## config.mk

```make
export PLATFORM = sky130hd
export DESIGN_NAME = mult_div_ctrl
export DESIGN_NICKNAME = d
export VERILOG_FILES = /design/src/rtl/mult_div_ctrl.sv
export SDC_FILE = /design/constraint.sdc
export NUM_CORES = 1
export LEC_CHECK = 0
export ABC_AREA = 1
export CORE_MARGIN = 8
export CORE_UTILIZATION = 42
export CTS_CLUSTER_DIAMETER = 100
export DETAILED_ROUTE_END_ITERATION = 10
export PLACE_DENSITY = 0.81
export SLEW_MARGIN = 20
export SYNTH_ARGS = -nofsm -noshare
export SYNTH_HDL_FRONTEND = slang
export SYNTH_SLANG_ARGS = --single-unit
```

## constraint.sdc

```tcl
create_clock -name clock -period 2.5 [get_ports clock]
set_input_delay 0.375 -clock clock [delete_from_list [all_inputs] [get_ports clock]]
set_output_delay 0.375 -clock clock [all_outputs]
set_load 0.02 [all_outputs]
```

## src/rtl/mult_div_ctrl.sv

```systemverilog
// Sequences multi-cycle mult/div cores and owns the architectural HI/LO registers (mthi/mtlo/mfhi/mflo).
// Latency: request T -> core start T+1 -> HI/LO written and done pulse in T+2+N (N = core cycles).
// Backpressure: busy stalls the control unit while a core runs; requests arriving while busy are dropped.
module mult_div_ctrl #(
    parameter int MULT_CYCLES = 32,
    parameter int DIV_CYCLES  = 32,
    parameter int CNT_W       = 6
) (
    input  logic        clock,
    input  logic        reset_n,
    input  logic        op_mult,
    input  logic        op_div,
    input  logic        op_mthi,
    input  logic        op_mtlo,
    input  logic        flush,
    input  logic [31:0] a,
    input  logic [31:0] b,
    output logic [31:0] core_a,
    output logic [31:0] core_b,
    output logic        mult_start,
    output logic        div_start,
    input  logic [31:0] mult_hi,
    input  logic [31:0] mult_lo,
    input  logic [31:0] div_quot,
    input  logic [31:0] div_rem,
    output logic [31:0] hi,
    output logic [31:0] lo,
    output logic        busy,
    output logic        done,
    output logic        div_zero
);

    typedef enum logic [1:0] {
        IDLE     = 2'd0,
        MULT_RUN = 2'd1,
        DIV_RUN  = 2'd2
    } state_t;

    // Terminal counts: the core results are sampled on the edge that ends the cycle holding this count.
    localparam logic [CNT_W-1:0] MULT_LAST = CNT_W'(MULT_CYCLES);
    localparam logic [CNT_W-1:0] DIV_LAST  = CNT_W'(DIV_CYCLES);

    state_t           state;
    state_t           state_nxt;
    logic [CNT_W-1:0] cnt;
    logic [CNT_W-1:0] cnt_nxt;
    logic [31:0]      hi_nxt;
    logic [31:0]      lo_nxt;
    logic [31:0]      core_a_nxt;
    logic [31:0]      core_b_nxt;
    logic             done_nxt;
    logic             div_zero_nxt;
    logic             b_is_zero;

    assign b_is_zero = (b == 32'd0);

    // Status and start pulses decode from registered state only, so they never depend on inputs.
    assign busy       = (state != IDLE);
    assign mult_start = (state == MULT_RUN) && (cnt == '0);
    assign div_start  = (state == DIV_RUN)  && (cnt == '0);

    // State register and cycle counter.
    always_ff @(posedge clock or negedge reset_n) begin
        if (!reset_n) begin
            state <= IDLE;
            cnt   <= '0;
        end else begin
            state <= state_nxt;
            cnt   <= cnt_nxt;
        end
    end

    // Operand latches, HI/LO and the one-cycle status pulses.
    always_ff @(posedge clock or negedge reset_n) begin
        if (!reset_n) begin
            core_a   <= 32'd0;
            core_b   <= 32'd0;
            hi       <= 32'd0;
            lo       <= 32'd0;
            done     <= 1'b0;
            div_zero <= 1'b0;
        end else begin
            core_a   <= core_a_nxt;
            core_b   <= core_b_nxt;
            hi       <= hi_nxt;
            lo       <= lo_nxt;
            done     <= done_nxt;
            div_zero <= div_zero_nxt;
        end
    end

    // Next-state, counter and register-update decode; flush beats both new requests and completion.
    always_comb begin
        state_nxt    = state;
        cnt_nxt      = cnt;
        hi_nxt       = hi;
        lo_nxt       = lo;
        core_a_nxt   = core_a;
        core_b_nxt   = core_b;
        done_nxt     = 1'b0;
        div_zero_nxt = 1'b0;

        case (state)
            IDLE: begin
                if (!flush) begin
                    // mult wins over div; the losing request is simply dropped.
                    if (op_mult) begin
                        core_a_nxt = a;
                        core_b_nxt = b;
                        cnt_nxt    = '0;
                        state_nxt  = MULT_RUN;
                    end else if (op_div) begin
                        if (b_is_zero) begin
                            // No core start and no HI/LO write; only flag the fault.
                            div_zero_nxt = 1'b1;
                        end else begin
                            core_a_nxt = a;
                            core_b_nxt = b;
                            cnt_nxt    = '0;
                            state_nxt  = DIV_RUN;
                        end
                    end
                    // Moves to HI/LO proceed alongside any mult/div launch in the same cycle.
                    if (op_mthi) begin
                        hi_nxt = a;
                    end
                    if (op_mtlo) begin
                        lo_nxt = a;
                    end
                end
            end

            MULT_RUN: begin
                if (flush) begin
                    state_nxt = IDLE;
                    cnt_nxt   = '0;
                end else if (cnt == MULT_LAST) begin
                    hi_nxt    = mult_hi;
                    lo_nxt    = mult_lo;
                    done_nxt  = 1'b1;
                    state_nxt = IDLE;
                    cnt_nxt   = '0;
                end else begin
                    cnt_nxt = cnt + 1'b1;
                end
            end

            DIV_RUN: begin
                if (flush) begin
                    state_nxt = IDLE;
                    cnt_nxt   = '0;
                end else if (cnt == DIV_LAST) begin
                    // Quotient lands in LO, remainder in HI.
                    lo_nxt    = div_quot;
                    hi_nxt    = div_rem;
                    done_nxt  = 1'b1;
                    state_nxt = IDLE;
                    cnt_nxt   = '0;
                end else begin
                    cnt_nxt = cnt + 1'b1;
                end
            end

            default: begin
                state_nxt = IDLE;
                cnt_nxt   = '0;
            end
        endcase
    end

endmodule

```

# Yosys cells after proc, flatten, opt, wreduce, memory -nomap -nowiden
# Cells that the tools add are included.
# word_totals
output_inout_bits,133
wordCells,80
regBits,138
input_bits,199
# op_classes
n_eq_ne,14
muxes,42
reduce_logical,14
bitwise,1
addsub,1
# ops
operator,n
2-to-1 mux 32 bit,18
one-hot mux 32 bit (3 select lines),2
2-to-1 mux 6 bit,6
zero test 32 bit,1
AND reduction 7 bit,2
2-to-1 mux 2 bit,6
"!= test 2 bit, second input constant",6
one-hot mux 6 bit (2 select lines),1
2-to-1 mux 1 bit,8
AND reduction 4 bit,2
"adder 6 x 1 -> 6 bit, second input constant",1
"== test 6 bit, second input constant",1
zero test 6 bit,1
"!= test 3 bit, second input constant",2
"!= test 2 x 1 -> 1 bit, second input constant",2
one-hot mux 2 bit (2 select lines),1
nonzero test 2 bit,2
"!= test 3 x 1 -> 1 bit, second input constant",1
AND reduction 3 bit,1
nonzero test 3 bit,1
"== test 2 x 1 -> 1 bit, second input constant",1
"== test 2 bit, second input constant",1
logical AND 1 bit,2
zero test 2 bit,1
2 further kinds,2

# Longest topological paths before layout
# Gate-level depths: netlist (run 1).
# depth
depth_word,6
depth_mapped,11
depth_no_buf,9

# Worst setup path after synthesis (run 1)
# No wires, ideal clock.
# synth_path
kind,reg-to-output
startpoint,register state[0]
endpoint,output div_start
slack_ns,0.581
arrival_ns,1.544
stages_incl_launch_ff,7
required_ns,2.125
cell_sequence,dfrtp_1 -> inv_1 -> ha_1 -> buf_2 -> clkbuf_1 -> inv_1 -> nor2_1
# synth_between
elab_chain_len,2
# synth_rtl
element,line_no,source
"start, declared",43,state_t state;
"start signal, assigned",68,state <= state_nxt;
== test 2 bit,60,assign div_start = (state == DIV_RUN) && (cnt == '0);
logical AND 1 bit,60,
"end, declared",21,"output logic div_start,"
# No other way between the ends.

# Worst setup path after layout (run 1)
# layout_path
startpoint,register state[0]
endpoint,output busy
# layout_between
elab_chain_len,1
# layout_rtl
element,line_no,source
nonzero test 2 bit,58,assign busy = (state != IDLE);
"end, declared",28,"output logic busy,"
# No other way between the ends.

==> results of run 1 <==
-- per-layer routing --
| metal | vias up | wire length (um) |
|---|---|---|
| met5 | - | 13 |
| met4 | 2 | 926 |
| met3 | 64 | 2310 |
| met2 | 343 | 13720 |
| met1 | 3513 | 11100 |
| li1 | 3505 | - |
-- synthesized netlist by cell type, types with 2 or more instances --
cell	n
nand2_1	330
dfrtp_1	138
o21ai_0	68
a22o_1	64
nand3_1	58
nor2_1	37
clkbuf_1	35
a21boi_0	25
inv_1	25
o21ai_1	15
buf_2	11
a21oi_1	9
nand4_1	9
buf_1	6
ha_1	6
buf_4	4
buf_6	4
nand3_2	2
or2_2	2
xnor2_1	2
-- through the flow --
step	worst slack [ps]	instances	hold WS [ps]	area, um^2	util (%)
6_report	201.1	1405	466.6	11180	67.90
3_5_place_dp	326.5	1373	392.1	10530	63.93
4_1_cts	193.8	1405	472.2	11180	67.90
2_1_floorplan	581.3	866	79.41	7028	-
3_3_place_gp	375.2	1373	378.9	10530	63.93
5_1_grt	3.350	1405	488.5	11180	67.90
-- power breakdown --
part | switching (mW) | total (mW) | leakage (nW) | internal, mW
clock network | 0.986 | 2.76 | 0.307 | 1.77
logic | 4.61 | 7.83 | 3.13 | 3.22
registers | 0.516 | 3.73 | 1.74 | 3.22
-- worst max-delay path, delay by kind of cell (launching register included) --
kind,cells,cell delay (ps)
flops,1,420
fa+ha+maj,1,230
buf+inv,3,850
-- logic make-up after synthesis --
logic type / Yosys count
compound gates: 185
xor+xnor: 3
fa+ha+maj: 6
buf+inv: 87
flops: 138
simple gates: 447
-- sequential cells by signal, indices dropped and copies added (netlist names) --
| signal | cells |
|---|---|
| done | 1 |
| div_zero | 1 |
| core_a | 32 |
| core_b | 32 |
| state | 2 |
| lo | 32 |
| hi | 32 |
| cnt | 6 |
-- area by class of cell --
class	count	area [um^2]	share of cell area, %
tap	220	275.3	2.462
sequential	138	3453	30.89
multi-input combinational	641	3199	28.62
timing repair buffer	348	3505	31.35
clock buffer	21	480.5	4.298
inverter	27	101.3	0.9065
clock inverter	10	165.2	1.477
-- timing repair --
| item | CTS | global route |
|---|---|---|
| hold endpoints to repair | 54 | 0 |
| setup endpoints to repair | 2 | 0 |
| hold buffers | 1 | 0 |
| gates resized for setup | 2 | 0 |
-- final timing paths --
check                        endpoint  startpoint  slack [ps]  depth (start not counted)
min in group asynchronous  core_b[26]     reset_n         500                          2
max in group asynchronous  core_a[30]     reset_n        1230                          3
hold / removal             core_b[12]  core_b[12]         470                          2
setup reg to reg               lo[25]    state[0]         340                          8
setup / recovery                 busy    state[0]         200                          4
hold reg to reg            core_b[12]  core_b[12]         470                          2
==> impl_metrics.json, run 1 <==
{
  "status": "finished clean",
  "track_usage_pct": 26.10,
  "startpoint_type": "register",
  "synthAdderAreaFrac_pct": 1.068,
  "critPathArrivalTime_ps": 1920,
  "worstPathRequired_ps": 2120,
  "maxCapViolCount": 0,
  "synthXorXnorAreaFrac_pct": 0.3739,
  "setup_tns_ps": 0,
  "grt_pass1_wl_mm": 43.35,
  "n_antenna_cell": 0,
  "irDropWorstVdd_mv": 0.9881,
  "die_w_um": 145.4,
  "grt_overflow": 0,
  "io_pins": 332,
  "cts_buffers": 17,
  "die_area_mm2": 0.02113,
  "yosys_warnings": 0,
  "cts_buffer_depth": 2,
  "clock.fmax_mhz": 435.0,
  "layout_commonest_cell": "nand2_1",
  "yosysTopAreaCell": "dfrtp_1",
  "portBuffers": 331,
  "rsz0062_at_grt": "false",
  "cp_slowest_stage_delay_ps": 640,
  "use_met2_pct": 43.46,
  "synth_ff_type": "dfrtp_1",
  "antenna_found_initial": 1,
  "drt_iter0_markers": 509,
  "maxSlewViolCount": 0,
  "cp_cell_sequence": "inv_1, ha_2, inv_2, clkdlybuf4s50_1",
  "ys_seq_area_share_pct": 49.14,
  "synth-compound-area-share_pct": 17.64,
  "fp-row-count": 47,
  "async_flop_share_pct": 100.0,
  "synth_mux_area_share_pct": 0,
  "routed_via_density": 5.286,
  "syn_area_mm2": 0.007028,
  "area_growth_pct": 59.07,
  "cts_tree": "yes",
  "grt_util_met1_pct": 31.32,
  "yosys.area_share.simple_pct": 26.30,
  "met3_usage_pct": 7.494,
  "synth_enable_flop_cells": 0,
  "worst_slew_pin_slew_ps": 787.4,
  "synth-seq-cells": 138,
  "cts.sinks": 138,
  "grt_pass1_vias": 7381,
  "critPathMaxFanout": 6,
  "first_pass_iters": 6,
  "wirelength_mm": 28.07,
  "grt_busiest_layer": "met2",
  "cp_slowest_cell": "clkdlybuf4s50_1",
  "final_net_count": 1378,
  "hold_path_class": "reg -> reg",
  "crit_type": "reg -> out",
  "die_y_um": 145.4,
  "floorplan.initialDensity_pct": 42.68,
  "relSlewSlack_pct": 47.51,
  "antenna_left": 0,
  "path_clk_slew_ps": 60,
  "synth_top_cell_area_share_pct": 49.14,
  "grt_max_degree": 79,
  "skew_ps": 7.023,
  "p_leak_nw": 5.180,
  "postCtsSetupRepairBufs": 0,
  "final-hold-violation-count": 0,
  "drive_above_1_share_pct": 5.401,
  "root_buffer": "clkbuf_16",
  "wl_per_cell_um": 19.98,
  "num-fill-cells": 1370,
  "setup_viol": 0,
  "syn_nets": 1071,
  "final_cell_mix": "nand2_1, clkdlybuf4s50_1, dfrtp_1",
  "syn_inst": 866,
  "synth_cell_types": 36,
  "htreeDepth": 4,
  "num_vias": 7427,
  "core_mm2": 0.01647,
  "period_share_pct": 91.95,
  "p_per_area_mw_per_mm2": 1281,
  "cp-end-kind": "output pin",
  "dp_hpwl_mm": 20.74,
  "remaining_drc_errors": 0,
  "min_period_ps": 2299,
  "synth_area_leaders": "dfrtp_1, nand2_1, a22o_1, o21ai_0, nand3_1",
  "syn_avg_cell_area_um2": 8.115,
  "gp_congestion": 0.8650,
  "p_total_mw": 14.32,
  "clkLatencyLatePin_ps": 420,
  "synth_top_family_by_area": "simple AND/OR/NAND/NOR gates"
}
(Power assumes the default switching activity.)
==> run 2: changes to the inputs <==
--- a/config.mk
+++ b/config.mk
@@ -6,6 +6,7 @@
 export NUM_CORES = 1
 export LEC_CHECK = 0
 export ABC_AREA = 1
+export ABC_CLOCK_PERIOD_IN_PS = 2500
 export CORE_MARGIN = 8
 export CORE_UTILIZATION = 42
 export CTS_CLUSTER_DIAMETER = 100
==> results of run 2 <==
No change in the layout: final DEF, timing and power equal those of run 1.
==> run 3: changes to the inputs <==
--- a/config.mk
+++ b/config.mk
@@ -7,11 +7,12 @@
 export LEC_CHECK = 0
 export ABC_AREA = 1
 export ABC_CLOCK_PERIOD_IN_PS = 2500
+export CAP_MARGIN = 20
 export CORE_MARGIN = 8
 export CORE_UTILIZATION = 42
 export CTS_CLUSTER_DIAMETER = 100
 export DETAILED_ROUTE_END_ITERATION = 10
-export PLACE_DENSITY = 0.81
+export PLACE_DENSITY_LB_ADDON = 0.05
 export SLEW_MARGIN = 20
 export SYNTH_ARGS = -nofsm -noshare
 export SYNTH_HDL_FRONTEND = slang
==> constraint.sdc (replaced) <==
create_clock -name clock -period 2.5 [get_ports clock]
set_input_delay 0.5 -clock clock [delete_from_list [all_inputs] [get_ports clock]]
set_output_delay 0.5 -clock clock [all_outputs]
set_load 0.02 [all_outputs]
==> run 3 against run 2 <==
Wire length down 2.9%. Cell count grew 0.71%. Utilization grew 0.11 points. Combinational power barely moved. Fmax is 4.8% lower. Via count down 2.7%. Die area is the same.
==> impl_metrics.json, run 3 (same netlist as run 1, synthesis figures left out) <==
{
  "final_area_mm2": 0.01120,
  "skew_ps": 9.086,
  "worstPathRequired_ps": 2000,
  "num-fill-cells": 1434,
  "portBuffers": 331,
  "track_usage_pct": 25.47,
  "floorplan.initialDensity_pct": 42.68,
  "grt_overflow": 0,
  "area_growth_pct": 59.34,
  "finish.utilization_pct": 68.01,
  "root_buffer": "clkbuf_16",
  "setup_slack_ps": 84.66,
  "gp_congestion": 0.8421,
  "period_share_pct": 96.61,
  "reg2reg_slack_ps": 320,
  "die_w_um": 145.4,
  "grt_pass1_vias": 7439,
  "final_net_count": 1387,
  "setup_viol": 0,
  "die_y_um": 145.4,
  "p_per_area_mw_per_mm2": 1267,
  "rsz0062_at_grt": "false",
  "io_pins": 332,
  "dp_slack_ps": 242.4,
  "worst_slew_pin_slew_ps": 780.3,
  "setup_tns_ps": 0,
  "irDropWorstVdd_mv": 0.6205,
  "num_vias": 7227,
  "clock.fmax_mhz": 414.0,
  "relSlewSlack_pct": 47.98,
  "wl_per_cell_um": 19.27,
  "grt_pass1_wl_mm": 42.35,
  "wl_met3_mm": 2.289,
  "maxSlewViolCount": 0,
  "antenna_left": 0,
  "antenna_found_initial": 0,
  "first_pass_iters": 4,
  "min_period_ps": 2415,
  "drt_iter0_markers": 441,
  "maxCapViolCount": 0,
  "dp_hpwl_mm": 20.64,
  "crit_type": "reg -> out",
  "remaining_drc_errors": 0,
  "routed_via_density": 5.107,
  "core_mm2": 0.01647,
  "final_cell_mix": "nand2_1, clkdlybuf4s50_1, dfrtp_1",
  "status": "finished clean",
  "critPathMaxFanout": 6,
  "p_leak_nw": 5.211,
  "drive_above_1_share_pct": 6.192,
  "cts_buffer_depth": 2,
  "cts.sinks": 138,
  "clkLatencyLatePin_ps": 420,
  "final-hold-violation-count": 0,
  "wl_met2_mm": 13.23,
  "cp-end-kind": "output pin",
  "startpoint_type": "register",
  "die_area_mm2": 0.02113,
  "drt-met1-wl_mm": 11.03,
  "r2r_cells": 8,
  "p_total_mw": 14.18,
  "hold_path_class": "in -> async",
  "wirelength_mm": 27.26,
  "placed_cell_area_mm2": 0.01059,
  "path_clk_slew_ps": 60,
  "routed.top_layer": "met4",
  "htreeDepth": 4,
  "cts_tree": "yes",
  "cts_buffers": 17,
  "n_antenna_cell": 0,
  "layout_commonest_cell": "nand2_1",
  "critPathArrivalTime_ps": 1920,
  "grt_max_degree": 79,
  "fp-row-count": 47
}
-- run 3: cell types whose count changed in the layout (fill, tap and decap cells not counted), sizes merged --
cell	before	now
buf	17	27
clkbuf	21	23
clkinv	4	6
clkinvlp	3	1
dlygate4sd2	2	0
dlygate4sd3	1	0
inv	26	27
-- run 3: metrics by stage --
step,std cells,hold slack [ps]
finish,1415,28.46
floorplan,866,204.4
detailed placement,1383,457.4
global placement,1383,453.7
CTS,1415,55.02
global route,1415,64.25
-- run 3: cell type report --
class                   instances  area (um^2)  area share, %
inverters                      27        101.3         0.9050
clock buffers                  21        450.4          4.022
well taps                     220        275.3          2.458
clock inverters                11        168.9          1.508
flip-flops and latches        138         3453          30.84
multi-input cells             641         3199          28.57
repair buffers                357         3550          31.70
-- run 3: worst max-delay path: stages, from the launching register on --
cell	delay, ps
dfrtp_1	410
inv_1	90
ha_2	220
inv_2	140
clkdlybuf4s50_1	640
-- run 3: power breakdown --
group / total [mW] / internal (mW) / leakage (nW) / switching [mW]
clock: 2.66 / 1.70 / 0.301 / 0.959
combinational: 7.80 / 3.24 / 3.16 / 4.56
sequential: 3.73 / 3.22 / 1.74 / 0.510
-- run 3: what timing repair did --
action	CTS	global route
setup buffers	0	0
setup endpoints to repair	2	2
pin swaps	0	0
hold buffers	0	0
gates resized for setup	2	4
-- run 3: final timing paths --
path                       startpoint         end
min reg2reg                core_a[14]  core_a[14]
max                          state[0]        busy
min in group clock         core_a[14]  core_a[14]
max reg2reg                    cnt[0]       lo[2]
min                           reset_n   core_a[8]
max in group asynchronous     reset_n      lo[27]
-- run 3: layer usage --
| layer | vias up | GRT usage [%] |
|---|---|---|
| met1 | 3391 | 30.33 |
| met2 | 275 | 42.38 |
| met5 | - | 0 |
| met4 | 0 | 8.798 |
| li1 | 3515 | - |
| met3 | 46 | 8.489 |
